## src/rtl/motor_drive_controller.sv

```systemverilog
// Rover H-bridge driver: per-side PWM/direction from a user command, with crash back-off and latched halt.
// Optional build macro SOFT_START_EN ramps the applied duty by RAMP_STEP per PWM period while driving.
module motor_drive_controller #(
  parameter int PWM_BITS        = 8,
  parameter int PRESCALE        = 390,
  parameter int CRASH_FILT      = 1000,
  parameter int BACKOFF_PERIODS = 500,
  parameter int BACKOFF_DUTY    = 128,
  parameter int RAMP_STEP       = 4
) (
  input  logic                clk,
  input  logic                reset,
  input  logic                is_crash,
  input  logic [1:0]          cmd_dir,
  input  logic [PWM_BITS-1:0] cmd_speed,
  output logic                pwm_l,
  output logic                pwm_r,
  output logic [1:0]          dir_l,
  output logic [1:0]          dir_r,
  output logic [1:0]          state_o,
  output logic                crash_seen
);

  localparam int PS_W = (PRESCALE > 1) ? $clog2(PRESCALE) : 1;
  localparam int CF_W = $clog2(CRASH_FILT + 1);
  localparam int BO_W = $clog2(BACKOFF_PERIODS + 1);

  typedef enum logic [1:0] {
    S_IDLE    = 2'b00,
    S_DRIVE   = 2'b01,
    S_BACKOFF = 2'b10,
    S_HALT    = 2'b11
  } state_t;

  state_t              state_p0, state_d;
  logic [PS_W-1:0]     presc_p0;
  logic [PWM_BITS-1:0] pwm_cnt_p0;
  logic [PWM_BITS-1:0] duty_p0, duty_d;
  logic [3:0]          dir_p0, dir_d;
  logic [BO_W-1:0]     bo_cnt_p0, bo_cnt_d;
  logic [CF_W-1:0]     crash_cnt_p0;
  logic                pwm_p1;
  logic                restart;
  logic                tick, boundary, crash_evt;

  // {left IN1,IN2, right IN1,IN2} for a user direction command
  function automatic logic [3:0] dir_map(input logic [1:0] cmd);
    case (cmd)
      2'b01:   dir_map = 4'b1010;
      2'b10:   dir_map = 4'b0101;
      2'b11:   dir_map = 4'b1001;
      default: dir_map = 4'b0000;
    endcase
  endfunction

`ifdef SOFT_START_EN
  localparam logic [PWM_BITS-1:0] STEP = PWM_BITS'(RAMP_STEP);

  // Move one step toward the target, clamping so the target is never overshot
  function automatic logic [PWM_BITS-1:0] ramp_duty(input logic [PWM_BITS-1:0] cur,
                                                    input logic [PWM_BITS-1:0] tgt);
    if (cur < tgt)
      ramp_duty = ((tgt - cur) > STEP) ? cur + STEP : tgt;
    else if (cur > tgt)
      ramp_duty = ((cur - tgt) > STEP) ? cur - STEP : tgt;
    else
      ramp_duty = cur;
  endfunction
`endif

  assign tick      = (presc_p0 == PS_W'(PRESCALE - 1));
  assign boundary  = tick && (pwm_cnt_p0 == '1);
  assign crash_evt = is_crash && (crash_cnt_p0 == CF_W'(CRASH_FILT - 1));

  // Saturating filter: one event per continuous high run of is_crash
  always_ff @(posedge clk) begin
    if (reset || !is_crash)
      crash_cnt_p0 <= '0;
    else if (crash_cnt_p0 != CF_W'(CRASH_FILT))
      crash_cnt_p0 <= crash_cnt_p0 + 1'b1;
  end

  always_comb begin
    state_d  = state_p0;
    duty_d   = duty_p0;
    dir_d    = dir_p0;
    bo_cnt_d = bo_cnt_p0;
    restart  = 1'b0;
    case (state_p0)
      S_IDLE: begin
        if (cmd_dir != 2'b00) state_d = S_DRIVE;
      end
      S_DRIVE: begin
        if (cmd_dir == 2'b00) begin
          state_d = S_IDLE;
          restart = 1'b1;
          duty_d  = '0;
          dir_d   = 4'b0000;
        end else if (crash_evt && cmd_dir[0]) begin
          // Sensor faces forward: only forward and spin react to a crash
          state_d  = S_BACKOFF;
          restart  = 1'b1;
          duty_d   = PWM_BITS'(BACKOFF_DUTY);
          dir_d    = 4'b0101;
          bo_cnt_d = '0;
        end else if (boundary) begin
          dir_d = dir_map(cmd_dir);
          if (dir_p0 != 4'b0000 && dir_map(cmd_dir) != dir_p0)
            duty_d = '0;
          else
`ifdef SOFT_START_EN
            duty_d = ramp_duty(duty_p0, cmd_speed);
`else
            duty_d = cmd_speed;
`endif
        end
      end
      S_BACKOFF: begin
        if (boundary) begin
          if (bo_cnt_p0 == BO_W'(BACKOFF_PERIODS - 1)) begin
            state_d  = S_HALT;
            restart  = 1'b1;
            duty_d   = '0;
            dir_d    = 4'b0000;
            bo_cnt_d = '0;
          end else begin
            bo_cnt_d = bo_cnt_p0 + 1'b1;
          end
        end
      end
      S_HALT: begin
        if (cmd_dir == 2'b00) begin
          state_d = S_IDLE;
          restart = 1'b1;
        end
      end
      default: begin
        state_d = S_IDLE;
        restart = 1'b1;
        duty_d  = '0;
        dir_d   = 4'b0000;
      end
    endcase
  end

  // Stage p0: FSM, applied duty/direction, prescaler and PWM counter
  always_ff @(posedge clk) begin
    if (reset) begin
      state_p0   <= S_IDLE;
      duty_p0    <= '0;
      dir_p0     <= 4'b0000;
      bo_cnt_p0  <= '0;
      presc_p0   <= '0;
      pwm_cnt_p0 <= '0;
    end else begin
      state_p0  <= state_d;
      duty_p0   <= duty_d;
      dir_p0    <= dir_d;
      bo_cnt_p0 <= bo_cnt_d;
      if (restart) begin
        presc_p0   <= '0;
        pwm_cnt_p0 <= '0;
      end else begin
        presc_p0 <= tick ? '0 : presc_p0 + 1'b1;
        if (tick) pwm_cnt_p0 <= pwm_cnt_p0 + 1'b1;
      end
    end
  end

  // Stage p1: registered PWM compare
  always_ff @(posedge clk) begin
    if (reset || restart)
      pwm_p1 <= 1'b0;
    else
      pwm_p1 <= (pwm_cnt_p0 < duty_p0);
  end

  assign pwm_l      = pwm_p1;
  assign pwm_r      = pwm_p1;
  assign dir_l      = dir_p0[3:2];
  assign dir_r      = dir_p0[1:0];
  assign state_o    = state_p0;
  assign crash_seen = state_p0[1];

endmodule
```

## config.mk

```make
export PLATFORM = sky130hd
export DESIGN_NAME = motor_drive_controller
export DESIGN_NICKNAME = d
export VERILOG_FILES = /design/src/rtl/motor_drive_controller.sv
export SDC_FILE = /design/constraint.sdc
export NUM_CORES = 1
export LEC_CHECK = 0
export CAP_MARGIN = 15
export CORE_AREA = 2 2 74 76
export DETAILED_ROUTE_END_ITERATION = 10
export DIE_AREA = 0 0 76 78
export PLACE_DENSITY = 0.73
export REMOVE_ABC_BUFFERS = 1
export SETUP_SLACK_MARGIN = 0.2
export SLEW_MARGIN = 20
export SYNTH_ARGS = -nofsm -noshare
export SYNTH_HDL_FRONTEND = slang
export SYNTH_SLANG_ARGS = --single-unit
export TNS_END_PERCENT = 100
```

## constraint.sdc

```tcl
create_clock -name clk -period 6.5 [get_ports clk]
set_clock_uncertainty 0.05 [all_clocks]
set_input_delay 1.95 -clock clk [delete_from_list [all_inputs] [get_ports clk]]
set_output_delay 1.95 -clock clk [all_outputs]
set_load 0.01 [all_outputs]
```

==> results.py <==
metrics = {
    "timing": {
        "finalHoldViolations": 0,
        "fin_crit_ns": 4.05,
        "finalSetupViolations": 0,
        "slew_violations": 0,
        "timing.fmax_ghz": 0.247,
        "finalCritPeriodShare": 0.623,
        "slew_headroom": 0.537,
        "grt_setup_unrepaired": "no",
        "worstMarginPinSlew_ns": 0.687,
        "tns_ns": 0,
    },
    "finish": {
        "antennaDiodeCount": 0,
        "seq_area_sq_mm": 0.00102,
        "final_cell_mix": "dfxtp_1, nor2_1, inv_1",
        "nets": 355,
        "area_growth_pct": 12.9,
        "mostFrequentLayoutCell": "dfxtp_1",
        "fillCellCount": 467,
        "finalNonFillerCells": 395,
        "drive_gt1_frac": 0.0431,
        "multi_input_comb_area_sq_mm": 0.00152,
    },
    "floorplanning": {
        "fp.dieW_um": 76,
        "core.rowCount": 26,
        "core_sq_mm": 0.00504,
        "num_io_pins": 22,
        "initial_utilization": 0.533,
        "dieArea_sq_mm": 0.00593,
        "die_y_um": 78,
    },
    "placed_design": {
        "dp_hpwl_um": 3760,
        "gp_congestion": 0.841,
        "numPortBuffers": 21,
        "dp.cells": 387,
    },
    "routing": {
        "num_vias": 2213,
        "drtPass1Iterations": 4,
        "viasPerCell": 5.60,
        "drtIter0Drc": 125,
        "wl_um": 5200,
        "drtAntennaViolNets": 0,
        "wire_per_inst_um": 13.2,
        "route.detailed.drc": 0,
    },
    "logic_synthesis": {
        "synth_top_area_share": 0.380,
        "ys_seq_area_frac": 0.380,
        "synth_area_sq_mm": 0.00269,
        "avgSynthCellArea_sq_um": 8.81,
        "syn-instance-count": 305,
        "synth_seq_cells": 51,
        "yosys.area.top_type": "dfxtp_1",
        "ys_async_sr_fraction": 0,
        "synth_edf_count": 0,
        "yosys_warnings": 0,
        "yosys-top-cells-area": "dfxtp_1, ha_1, xor2_1, nor2_1, inv_1",
        "synthFlopType": "dfxtp_1",
        "yosysUniqueCellTypes": 49,
    },
    "critical_path": {
        "critical_path.max_fanout": 16,
        "endpoint_kind": "flop",
        "cp-start-kind": "input port",
        "crit_chain": "clkdlybuf4s50_1 -> inv_1 -> nor4_4 -> o221ai_2 -> or4_1 -> a21oi_1",
        "timing.critical_path.buf_inv": 2,
        "required_ns": 6.69,
        "crit_type": "input port to flop",
        "slowest_stage": "nor4_4",
        "critPathMaxStageDelay_ns": 0.58,
        "crit_family": "simple AND/OR/NAND/NOR gates",
        "worstPathArrival_ns": 4.24,
    },
    "clock_tree": {
        "cts_root_buf": "clkbuf_8",
        "cts_buffers": 5,
        "insertion_delay_ns": 0.31,
        "cts.reportedPaths.clkPinSlew_ns": 0.09,
        "htreeDepth": 2,
        "cts_tree": "built",
        "cts_max_path_buffers": 2,
        "cts_setup_buffers": 0,
        "cts_hold_buf": 0,
        "cts_resized": 0,
        "cts_sinks": 51,
    },
    "run": {
        "drv_cap": 0,
    },
    "global_routing": {
        "grt_overflow": 0,
        "antenna_found_initial": 0,
        "grt_usage": 0.185,
        "grt_first_pass_wirelength_um": 9100,
        "grt_pass1_vias": 2021,
        "grt_max_degree": 18,
    },
    "run_status": {
        "outcome": "complete, no violations",
    },
    "power_and_ir_drop": {
        "p_leak_nw": 1.11,
        "irDropWorstVdd_mv": 0.131,
        "cellPowerDensity_mw_per_mm2": 252,
    },
    "worst_hold_path": {
        "hold_path_class": "flop to flop",
    },
}
[final timing paths]
kind / from / endpoint / slack [ns] / depth (start not counted)
hold reg to reg: duty_p0[0] / duty_p0[0] / 0.42 / 2
hold / removal: duty_p0[0] / duty_p0[0] / 0.42 / 2
setup / recovery: cmd_dir[0] / bo_cnt_p0[7] / 2.45 / 6
setup reg to reg: bo_cnt_p0[0] / duty_p0[1] / 3.82 / 6
[where the power goes]
part | switching [mW] | total (mW) | internal (mW) | leakage (nW)
combinational | 0.117 | 0.205 | 0.0881 | 0.640
clock | 0.102 | 0.199 | 0.0973 | 0.0515
sequential | 0.0228 | 0.361 | 0.338 | 0.413
[layout make-up]
cell class | instances | share of cell area
flip-flops and latches | 51 | 0.337
clock buffers | 8 | 0.0330
multi-input cells | 220 | 0.501
repair buffers | 21 | 0.0693
inverters | 25 | 0.0309
well taps | 70 | 0.0289
[synthesized netlist by cell type, types with 2 or more instances]
library cell	instances
nor3b_1	2
o21ai_1	4
buf_4	2
inv_1	25
nand2b_1	3
o31ai_1	4
and3_1	5
xor2_1	16
dfxtp_1	51
mux2i_1	4
clkbuf_1	4
nor3_1	12
o211ai_1	4
nand4_1	7
or4_1	6
a21o_1	3
xnor2_1	8
ha_1	18
nand2_1	13
o32ai_1	7
or3_1	5
and4_1	3
a21oi_1	16
nor4_1	2
nor2_1	28
nand3_1	13
buf_2	2
and2_1	3
o21ai_0	14
o21a_1	2
[registers in the layout, summed over array words and instances, names as in the netlist, named ones only]
signal	cells
bo_cnt_p0	9
dir_p0	4
pwm_l	1
pwm_cnt_p0	8
presc_p0	9
crash_cnt_p0	10
state_o	1
duty_p0	8
[metrics by stage]
stage | util | area, sq um | setup slack [ns] | hold slack [ns] | power (mW)
6_report | 0.601 | 3030 | 2.45 | 0.417 | 0.765
5_1_grt | 0.601 | 3030 | 2.24 | 0.453 | 0.809
3_3_place_gp | 0.582 | 2930 | 2.18 | 0.399 | 0.568
3_5_place_dp | 0.582 | 2930 | 2.14 | 0.406 | 0.574
2_1_floorplan | - | 2640 | 2.91 | 0.384 | 0.496
4_1_cts | 0.601 | 3030 | 2.45 | 0.420 | 0.771
[worst reg2reg max path, cell delays in order (launching register included)]
cell	delay (ns)
dfxtp_1	0.43
ha_1	0.25
nand4_1	0.19
o41ai_1	0.54
o211ai_1	0.36
o21ai_1	0.54
o32ai_1	0.18
[metal layers]
metal,up-vias,GRT usage,share of wire
met5,-,0,0
met4,0,0.0764,0.020
met1,1036,0.243,0.47
met3,11,0.0291,0.028
met2,40,0.306,0.48
li1,1126,-,-
[cell families (layout without fill, tap and decap cells)]
kind of cell | Yosys count | count (layout) | share of synthesized area
muxes | 4 | 4 | 0.0149
DFF | 51 | 51 | 0.380
adders and majority gates | 18 | 18 | 0.0838
AOI/OAI and AO/OA | 61 | 61 | 0.147
xor gates and xnor gates | 24 | 24 | 0.0782
and+or+nand+nor | 113 | 113 | 0.242
buffers and inverters | 34 | 54 | 0.0540
Power figures use the tool's default switching activity.
